--- src/rtl/v_word_splitter.sv ---
// Splits each 2*OUT_W-bit input word into OUT_W-bit output beats, low half first.
// Define V_WORD_SPLIT_STATS_EN to add the wrapping 16-bit word_cnt completion counter.
//
// state | meaning
// IDLE  | holding register empty, waiting for a word
// LO    | low half presented on out_data
// HI    | high half presented on out_data (always the last beat)
module v_word_splitter #(
    parameter int OUT_W = 32
) (
    input  logic               clk,
    input  logic               reset_l,
    input  logic               in_valid,
    output logic               in_ready,
    input  logic [2*OUT_W-1:0] in_data,
    input  logic               in_half,
    output logic               out_valid,
    input  logic               out_ready,
    output logic [OUT_W-1:0]   out_data,
    output logic               out_last
`ifdef V_WORD_SPLIT_STATS_EN
    ,
    output logic [15:0]        word_cnt
`endif
);

    typedef enum logic [1:0] {
        IDLE = 2'd0,
        LO   = 2'd1,
        HI   = 2'd2
    } state_t;

    state_t             stateReg;
    state_t             stateNext;
    logic [2*OUT_W-1:0] holdData;
    logic               holdHalf;
    logic               readyEn;
    logic               accept;
    logic               wordDone;

    always_ff @(posedge clk or negedge reset_l) begin
        if (!reset_l) begin
            stateReg <= IDLE;
            holdData <= '0;
            holdHalf <= 1'b0;
            readyEn  <= 1'b0;
        end else begin
            stateReg <= stateNext;
            readyEn  <= 1'b1;
            if (accept) begin
                holdData <= in_data;
                holdHalf <= in_half;
            end
        end
    end

    always_comb begin
        out_valid = (stateReg != IDLE);
        out_data  = '0;
        out_last  = 1'b0;
        case (stateReg)
            LO: begin
                out_data = holdData[OUT_W-1:0];
                out_last = holdHalf;
            end
            HI: begin
                out_data = holdData[2*OUT_W-1:OUT_W];
                out_last = 1'b1;
            end
            default: ;
        endcase

        wordDone = out_valid & out_ready & out_last;
        // A finishing word frees the holding register in the same cycle, so the next word
        // can be taken without an idle bubble.
        in_ready = readyEn & ((stateReg == IDLE) | wordDone);
        accept   = in_valid & in_ready;

        stateNext = stateReg;
        if (accept) begin
            stateNext = LO;
        end else if (wordDone) begin
            stateNext = IDLE;
        end else if ((stateReg == LO) && out_ready) begin
            stateNext = HI;
        end
    end

`ifdef V_WORD_SPLIT_STATS_EN
    always_ff @(posedge clk or negedge reset_l) begin
        if (!reset_l) begin
            word_cnt <= 16'h0000;
        end else if (wordDone) begin
            word_cnt <= word_cnt + 16'h0001;
        end
    end
`endif

endmodule

--- config.mk ---
export PLATFORM = sky130hd
export DESIGN_NAME = v_word_splitter
export DESIGN_NICKNAME = d
export VERILOG_FILES = /design/src/rtl/v_word_splitter.sv
export SDC_FILE = /design/constraint.sdc
export NUM_CORES = 1
export LEC_CHECK = 0
export BUFFER_PORTS_ARGS = -buffer_cell sky130_fd_sc_hd__buf_2
export CAP_MARGIN = 20
export CORE_ASPECT_RATIO = 0.75
export CORE_UTILIZATION = 40
export CTS_CLUSTER_SIZE = 14
export DETAILED_ROUTE_END_ITERATION = 10
export MAX_ROUTING_LAYER = met4
export PLACE_DENSITY_LB_ADDON = 0.2
export SETUP_SLACK_MARGIN = 0.1
export SLEW_MARGIN = 30
export SYNTH_ARGS = -nofsm -noshare
export SYNTH_HDL_FRONTEND = slang
export SYNTH_SLANG_ARGS = --single-unit
--- constraint.sdc ---
create_clock -name clk -period 2.2 [get_ports clk]
set_input_delay 0 -clock clk [delete_from_list [all_inputs] [get_ports clk]]
set_output_delay 0 -clock clk [all_outputs]
set_load 0.1 [all_outputs]
==> impl_results.md <==
- RD Place Congestion: 0.773
- Syn nets: 310
- Multi-input combinational cell area: 1610 µm²
- Most frequent cells in the layout: buf_2 (69), dfrtp_1 (68), dlygate4sd3_1 (66)
- Largest net degree at the start of global routing: 69
- Syn-to-layout area delta: 63.9%
- Critical path buffer and inverter count: 3
- Initial antenna violation count: 0
- I/O pins: 104
- Syn Area/Cell: 14.2 µm²
- Htree depth: 3
- Die Ht: 81.7 µm
- Commonest non-fill, non-tap cell in the layout: buf_2
- Delay of the slowest critical-path stage: 0.40 ns
- Worst path required time: 2.20 ns
- CTS root buffer: clkbuf_16
- # DRC: 0
- # setup viols final: 0
- Worst path cell trace: inv_1 -> ha_1 -> buf_6 -> a22oi_1 -> nor2b_2 -> buf_12
- Hold depth: 3
- RSZ-0062 raised after global routing: false
- Setup Skew: 0.00738 ns
- Clock Latency Late Sink: 0.33 ns
- WL/cell: 16.2 µm
- FF+latch count, synth: 68
- Die X: 108 µm
- Routed Antenna Nets: 0
- Family with the most delay on the worst path: buffers and inverters
- Vias in the first global route: 2707
- Postcts setup bufs: 0
- Crit path DAT: 1.99 ns
- Fillers: 596
- Worst reg2reg path depth: 6
- Critical path class: reg -> out
- Max Clk Rate: 502 MHz
- First-pass GRT wire length: 13500 µm
- Vias per inst: 4.85
- GRT overflow: 0
- TritonCTS clock tree: done
- Hold Crit Class: in -> reg
- Setup TNS: 0 ns
- Period utilization: 90.6%
- Core footprint: 8060 µm²
- Worst setup EP type: primary output
- Syn Inst Count: 238
- Total GRT Usage: 21.0%
- CTS clock-pin slew for the worst setup and hold paths: 0.05 ns
- Initial DRC Count: 86
- Share of cells above drive strength 1: 55.1%
- Total CTS buffers: 9
- Final wirelength: 8400 µm
- Std-Cell Rows: 28
- Worst path depth: 6
- Register area share after synthesis: 50.2%
- Max-slew violations: 0
- Synth warn: 0
- Placed Cells: 434
- Synth Cell Area: 3390 µm²
- Vias: 2508
- Die area: 8850 µm²
- CP startpoint kind: flop
- Nets@finish: 479
- Inserted Diodes: 0
- I/O Buffers: 103
- Final Hold Viols: 0
- CP max FO: 35
- 1st-pass router iterations: 4
- Outcome: completed
- Distinct cells, synth: 25
- Crit-path slowest cell: dfrtp_1
- Post-DP HPWL: 4880 µm
- Tmin final: 1.99 ns
- Fin util: 68.9%
- CTS Buffer Depth: 2
- Total area of sequential cells: 1700 µm²
- Clk sinks: 68
- Layout Cells excl Fill: 517
- Max-cap check violation count: 0
- Initial Util: 42.1%
## layer usage
layer / global-route usage (%) / share of wire [%]
met1: 26.8 / 47
met2: 33.8 / 47
met3: 6.19 / 5.1
met4: 3.92 / 0.70
met5: - / 0
## final cells by class
class	count	share of cell area, %
well taps	105	2.36
inverters	3	0.203
flip-flops and latches	68	30.6
clock inverters	7	1.64
clock buffers	9	4.05
multi-input cells	149	28.9
repair buffers	176	32.2
## stage by stage
stage          instance area (µm²)  hold WS, ns  setup WS (ns)
3_5_place_dp                  4550        0.234          0.332
3_3_place_gp                  4550        0.233          0.401
5_1_grt                       5560        0.123          0.132
2_1_floorplan                 3470       -0.296          0.205
4_1_cts                       5520       0.0942          0.123
6_report                      5560        0.108          0.207
## synth_stat cells
library cell	number	area, µm²
nand4_2	1	12.5
mux2_4	50	751
o21a_1	1	7.51
mux2_2	15	169
o21ai_0	1	5.00
a22oi_1	32	240
a211o_1	1	8.76
buf_1	6	22.5
nor2b_1	33	206
a21o_1	2	15.0
nor2_1	1	3.75
a21oi_4	1	16.3
dfrtp_1	68	1700
buf_12	5	100
nand3_1	1	5.00
buf_2	3	15.0
ha_1	3	37.5
conb_1	1	3.75
clkbuf_1	3	11.3
and3b_1	1	8.76
a21oi_1	2	10.0
inv_1	3	11.3
buf_6	1	11.3
nand2_1	2	7.51
o21ai_2	1	8.76
## worst reg2reg max path: cells and delay by family (launching register included)
| family | cells | cell delay (ns) |
|---|---|---|
| muxes | 1 | 0.38 |
| DFF | 1 | 0.37 |
| buffers and inverters | 2 | 0.37 |
| adders and majority gates | 1 | 0.33 |
| AOI/OAI and AO/OA | 1 | 0.22 |
| and+or+nand+nor | 1 | 0.12 |
## flip-flops by register name, summed over array words and instances (netlist names)
register and count:
holdHalf 1, stateReg 2, readyEn 1, holdData 64
## repair_timing
item	in CTS	in global routing
endpoints found under the setup margin	0	29
endpoints found under the hold margin	133	0
hold buffers	66	0
resized for setup	0	3
## final timing paths
check	from	end	slack, ns
worst min register to register	holdData[54]	holdData[54]	0.51
worst max register to register	stateReg[1]	holdData[63]	0.29
worst max-delay path	stateReg[1]	out_data[17]	0.21
max in group asynchronous	reset_l	holdData[39]	1.45
min in group asynchronous	reset_l	holdData[3]	0.22
worst min-delay path	out_ready	stateReg[1]	0.11
## cells by family after synthesis
family / synth area share [%]
fa+ha+maj: 1.11
other cells: 0.111
simple gates: 7.20
compound gates: 9.19
flops: 50.2
buf+inv: 5.06
mux: 27.1
Power is left out: the tool's default activity adds up to more than one toggle a clock period on the data nets, which glitch-free logic cannot reach.
